<file path="src/rtl/rob_commit_ctrl.sv">
// Reorder buffer: in-order tag allocation, CDB result capture, in-order retirement with mispredict flush.
// Commit outputs are registered one edge after the head is done; allocation is throttled by alloc_ok (full or flushing).
module rob_commit_ctrl #(
    parameter int DEPTH = 8
) (
    input  logic        clk,
    input  logic        rst,
    input  logic        alloc_req,
    input  logic        alloc_we,
    input  logic [4:0]  alloc_rd,
    output logic        alloc_ok,
    output logic [7:0]  alloc_tag,
    input  logic        cdb_valid,
    input  logic [7:0]  cdb_tag,
    input  logic [31:0] cdb_data,
    input  logic        cdb_miss,
    input  logic [31:0] cdb_target,
    input  logic [7:0]  q1_tag,
    input  logic [7:0]  q2_tag,
    output logic        q1_ready,
    output logic        q2_ready,
    output logic [31:0] q1_data,
    output logic [31:0] q2_data,
    output logic        ROB_we,
    output logic [4:0]  reg_addr,
    output logic [31:0] reg_data,
    output logic [7:0]  reg_tag,
    output logic        br,
    output logic [31:0] br_target
);
    localparam int PW = $clog2(DEPTH);
    localparam int CW = PW + 1;
    localparam logic [CW-1:0] DEPTH_C = CW'(DEPTH);
    localparam logic [PW-1:0] LAST_C  = PW'(DEPTH - 1);
    localparam logic [7:0]    DEPTH_T = 8'(DEPTH);

    typedef struct packed {
        logic        we;
        logic [4:0]  rd;
        logic [31:0] data;
        logic        miss;
        logic [31:0] target;
    } entry_t;

    logic [DEPTH-1:0] valid_q;
    logic [DEPTH-1:0] done_q;
    entry_t           ent_q [DEPTH];
    logic [PW-1:0]    head_q, head_d;
    logic [PW-1:0]    tail_q, tail_d;
    logic [CW-1:0]    count_q, count_d;

    logic        rob_we_q;
    logic [4:0]  reg_addr_q;
    logic [31:0] reg_data_q;
    logic [7:0]  reg_tag_q;
    logic        br_q;
    logic [31:0] br_target_q;

    logic          commit, flush, alloc_fire, cdb_hit, q1_hit, q2_hit;
    logic [PW-1:0] cdb_idx, q1_idx, q2_idx;

    function automatic logic [PW-1:0] ptr_inc(input logic [PW-1:0] p);
        return (p == LAST_C) ? '0 : p + PW'(1);
    endfunction

    function automatic logic tag_ok(input logic [7:0] t);
        return (t != 8'd0) && (t <= DEPTH_T);
    endfunction

    function automatic logic [PW-1:0] tag_idx(input logic [7:0] t);
        logic [7:0] i;
        i = t - 8'd1;
        return i[PW-1:0];
    endfunction

    assign commit     = valid_q[head_q] && done_q[head_q];
    assign flush      = commit && ent_q[head_q].miss;
    // A slot freed by this cycle's commit is only reusable next cycle, so compare the registered count.
    assign alloc_ok   = (count_q < DEPTH_C) && !flush;
    assign alloc_fire = alloc_req && alloc_ok;
    assign alloc_tag  = 8'(tail_q) + 8'd1;

    assign cdb_idx = tag_idx(cdb_tag);
    assign cdb_hit = cdb_valid && tag_ok(cdb_tag) && valid_q[cdb_idx];

    assign q1_idx   = tag_idx(q1_tag);
    assign q1_hit   = tag_ok(q1_tag) && valid_q[q1_idx];
    assign q1_ready = q1_hit && done_q[q1_idx];
    assign q1_data  = q1_hit ? ent_q[q1_idx].data : '0;

    assign q2_idx   = tag_idx(q2_tag);
    assign q2_hit   = tag_ok(q2_tag) && valid_q[q2_idx];
    assign q2_ready = q2_hit && done_q[q2_idx];
    assign q2_data  = q2_hit ? ent_q[q2_idx].data : '0;

    always_comb begin
        head_d  = head_q;
        tail_d  = tail_q;
        count_d = count_q;
        if (flush) begin
            head_d  = '0;
            tail_d  = '0;
            count_d = '0;
        end else begin
            if (commit) begin
                head_d = ptr_inc(head_q);
            end
            if (alloc_fire) begin
                tail_d = ptr_inc(tail_q);
            end
            if (alloc_fire && !commit) begin
                count_d = count_q + CW'(1);
            end else if (commit && !alloc_fire) begin
                count_d = count_q - CW'(1);
            end
        end
    end

    always_ff @(posedge clk or negedge rst) begin
        if (!rst) begin
            valid_q     <= '0;
            done_q      <= '0;
            for (int i = 0; i < DEPTH; i++) begin
                ent_q[i] <= '0;
            end
            head_q      <= '0;
            tail_q      <= '0;
            count_q     <= '0;
            rob_we_q    <= 1'b0;
            reg_addr_q  <= '0;
            reg_data_q  <= '0;
            reg_tag_q   <= '0;
            br_q        <= 1'b0;
            br_target_q <= '0;
        end else begin
            head_q   <= head_d;
            tail_q   <= tail_d;
            count_q  <= count_d;
            rob_we_q <= 1'b0;
            br_q     <= 1'b0;

            // A flushing branch still retires its own register write (e.g. jal link).
            if (commit) begin
                rob_we_q   <= ent_q[head_q].we && (ent_q[head_q].rd != 5'd0);
                reg_addr_q <= ent_q[head_q].rd;
                reg_data_q <= ent_q[head_q].data;
                reg_tag_q  <= 8'(head_q) + 8'd1;
            end

            if (flush) begin
                br_q        <= 1'b1;
                br_target_q <= ent_q[head_q].target;
                valid_q     <= '0;
            end else begin
                if (commit) begin
                    valid_q[head_q] <= 1'b0;
                end
                if (cdb_hit) begin
                    done_q[cdb_idx]        <= 1'b1;
                    ent_q[cdb_idx].data   <= cdb_data;
                    ent_q[cdb_idx].miss   <= cdb_miss;
                    ent_q[cdb_idx].target <= cdb_target;
                end
                if (alloc_fire) begin
                    valid_q[tail_q]    <= 1'b1;
                    done_q[tail_q]     <= 1'b0;
                    ent_q[tail_q].we   <= alloc_we;
                    ent_q[tail_q].rd   <= alloc_rd;
                    ent_q[tail_q].miss <= 1'b0;
                end
            end
        end
    end

    assign ROB_we    = rob_we_q;
    assign reg_addr  = reg_addr_q;
    assign reg_data  = reg_data_q;
    assign reg_tag   = reg_tag_q;
    assign br        = br_q;
    assign br_target = br_target_q;
endmodule

</file>
<file path="config.mk">
export PLATFORM = sky130hd
export DESIGN_NAME = rob_commit_ctrl
export DESIGN_NICKNAME = d
export VERILOG_FILES = /design/src/rtl/rob_commit_ctrl.sv
export SDC_FILE = /design/constraint.sdc
export NUM_CORES = 1
export LEC_CHECK = 0
export ABC_CLOCK_PERIOD_IN_PS = 5010
export CORE_AREA = 4 4 267 269
export CTS_BUF_LIST = sky130_fd_sc_hd__clkbuf_16
export CTS_CLUSTER_SIZE = 14
export DETAILED_ROUTE_END_ITERATION = 16
export DIE_AREA = 0 0 271 273
export PLACE_DENSITY_LB_ADDON = 0.05
export SETUP_SLACK_MARGIN = 0.1
export SLEW_MARGIN = 30
export SYNTH_ARGS = -nofsm -noshare
export SYNTH_HDL_FRONTEND = slang
export SYNTH_SLANG_ARGS = --single-unit
</file>
<file path="constraint.sdc">
create_clock -name clk -period 5.01 [get_ports clk]
set_clock_uncertainty 0.2 [all_clocks]
set_input_delay 1.002 -clock clk [delete_from_list [all_inputs] [get_ports clk]]
set_output_delay 1.002 -clock clk [all_outputs]
set_load 0.01 [all_outputs]
</file>
==> summary.md <==
| Metric | Value |
|---|---|
| Register area share after synthesis | 48.8% |
| Asr flop ratio synth | 100% |
| Syn Area/Cell | 14.6 µm² |
| Peak VDD IR | 0.218 mV |
| Leakage | 18.5 nW |
| Slew headroom | 38.0% |
| Max-cap violations | 0 |
| Antenna Violating Nets Remaining | 0 |
| Via-to-Cell Ratio | 6.06 |
| Worst-path clk slew | 60 ps |
| Routed wire length | 93.3 mm |
| Fraction of layout cells with a size suffix above 1 | 39.6% |
| Grt ovf | 0 |
| Post-route setup slack | 140 ps |
| Clock tree sinks | 669 |
| Slew Limit Fails | 0 |
| Synthesized cell area | 34300 µm² |
| Worst Tran Pin Value | 929 ps |
| Vias in the first global route | 23300 |
| Area Growth Syn to Fin | 17.3% |
| Detailed-route via count | 21600 |
| Min-Delay Path Class | input port to async pin |
| Total track usage | 25.5% |
| Top FF cell, synth | dfrtp_1 |
| Cell Chain, Critical Path | clkdlybuf4s50_1 > inv_1 > ha_2 > mux4_2 > mux2_2 > a21oi_1 > o21ai_1 > nand2_2 > buf_4 > clkbuf_16 > a21oi_1 > clkdlybuf4s50_1 |
| Pre-CTS WS | 110 ps |
| # IOs | 253 |
| TritonCTS clock tree | done |
| Initial Utilization | 50.0% |
| Synth Instances | 2350 |
| Power density over the cells | 363 nW/µm² |
| Final setup viols | 0 |
| Yosys reg bits | 669 |
| Crit path kind | input port to output pin |
| Core area | 68600 µm² |
| 1st-iter DRT viols | 1688 |
| Status | finished, final reports clean |
| Die X | 271 µm |
| HPWL after DPL | 57.3 mm |
| CTS max path bufs | 3 |
| Fillers | 5418 |
| H-tree depth | 3 |
| Final period demand of the worst path | 4870 ps |
| Final Net Count | 2685 |
| TritonCTS buffer count | 76 |
| Largest net degree at the start of global routing | 104 |
| Final Hold Viols | 0 |
| Root buffer cell | clkbuf_16 |
| DRC Markers | 0 |
| Die H | 273 µm |
| Global-route wire length before repair | 146 mm |
| Register area | 16800 µm² |
| Crit path max-delay cell type | clkdlybuf4s50_1 |
| Hold-fix buffers, CTS | 0 |
| GP Congestion | 0.851 |
| PortBufs | 244 |
| CP max stage delay | 570 ps |
| Avg WL per Cell | 26.1 µm |
| Critical Path Sink Type | output pin |
| Final period utilization | 97.2% |
| Multi-input logic area | 16600 µm² |
| Reg2Reg Setup Slack | 900 ps |
| Achievable Freq | 205 MHz |
| CP arrival | 3670 ps |
| Setup crit start kind | input port |
| Most frequent cells in the layout | dfrtp_1 (666), mux2_2 (508), mux4_2 (278), nand2_1 (251), clkdlybuf4s50_1 (240) |
| Most common cell after layout, fill and taps aside | dfrtp_1 |
| Final core occ | 58.6% |
| WP data required | 3810 ps |
| Initial antenna violation count | 8 |
| Yosys cell types | 62 |
| Clk_lat worst skew | 630 ps |
| Tot Pwr | 14.6 mW |
| RSZ-0062 raised after global routing | yes |
| DR pass1 iterations | 5 |
| Critical path peak fanout | 7 |
| Die Area | 74000 µm² |
| EDFF count, synth | 0 |
| Setup TNS | 0 ps |
| Row Count | 96 |
| Yosys warning count | 0 |
final timing paths:
check	cells past startpoint	to	from
max in group asynchronous	3	br_target[9]	rst
min in group clk	2	reg_addr[3]	reg_addr[3]
max reg2reg	7	ent_q[457]	head_q[1]
min	1	reg_data[8]	rst
max	12	q1_data[5]	q1_tag[1]
min reg2reg	2	reg_addr[3]	reg_addr[3]
per-stage QoR:
stage	instances	instance area, µm²	hold WS (ps)
after floorplan	2357	34300	251
after global placement	3424	37800	263
after detailed placement	3424	37800	261
after CTS	3561	40100	263
after global routing	3567	40200	289
final	3568	40200	219
per-layer routing:
| layer | vias to the layer above | part of all wire [%] | wire length (µm) | track usage, % |
|---|---|---|---|---|
| met3 | 150 | 6.3 | 5830 | 5.16 |
| met2 | 664 | 49 | 45700 | 42.5 |
| met1 | 11500 | 43 | 39700 | 34.8 |
| met5 | - | 0.051 | 48 | 0.197 |
| li1 | 9291 | - | - | - |
| met4 | 8 | 2.1 | 2000 | 6.37 |
report_power, final:
part,leakage [nW],switching [mW],internal [mW]
Clock,1.21,2.24,2.97
Combinational,8.06,1.59,1.46
Sequential,9.20,0.501,5.85
Total,18.5,4.33,10.3
Yosys cell counts (all sizes together) (6+ instances only):
cell type | count | area [µm²]
nor2b | 6 | 37.5
nor2 | 16 | 60.1
nor4 | 6 | 37.5
mux2 | 568 | 6580
buf | 129 | 862
and2 | 6 | 37.5
ha | 10 | 125
nand3 | 15 | 92.6
mux4 | 278 | 6260
dfrtp | 669 | 16700
mux2i | 71 | 711
nor3 | 11 | 81.3
inv | 19 | 71.3
o21ai | 81 | 405
clkbuf | 52 | 195
nand2 | 254 | 953
a21oi | 78 | 390
nand2b | 7 | 43.8
sequential cells by signal (all words and copies together), names as in the netlist, 4 cells and up:
signal	cells
br_target	32
count_q	4
done_q	8
ent_q	568
reg_addr	5
reg_data	32
reg_tag	4
valid_q	8
kinds of logic after synthesis:
logic type / share of synthesized area [%]
compound gates: 3.33
xor+xnor: 0.230
fa+ha+maj: 0.423
buf+inv: 3.29
flops: 48.8
mux: 39.5
other cells: 0.0109
simple gates: 4.35
critical path: cells and delay by family:
family,cells,cell delay [ps]
buffers and inverters,5,1420
muxes,2,360
AOI/OAI and AO/OA,3,420
adders and majority gates,1,350
and+or+nand+nor,1,110
cell type report:
class / count / area share (%)
Antenna cell: 3 / 0.0187
Clock buffer: 78 / 4.85
Clock inverter: 59 / 0.871
Inverter: 19 / 0.177
Multi-Input combinational cell: 1488 / 41.2
Sequential cell: 669 / 41.6
Tap cell: 931 / 2.90
Timing Repair Buffer: 321 / 8.32
timing repair:
item	in CTS	in global routing
setup endpoints to repair	0	24
resized for setup	0	7
setup buffers	0	3
(Power assumes the default switching activity.)
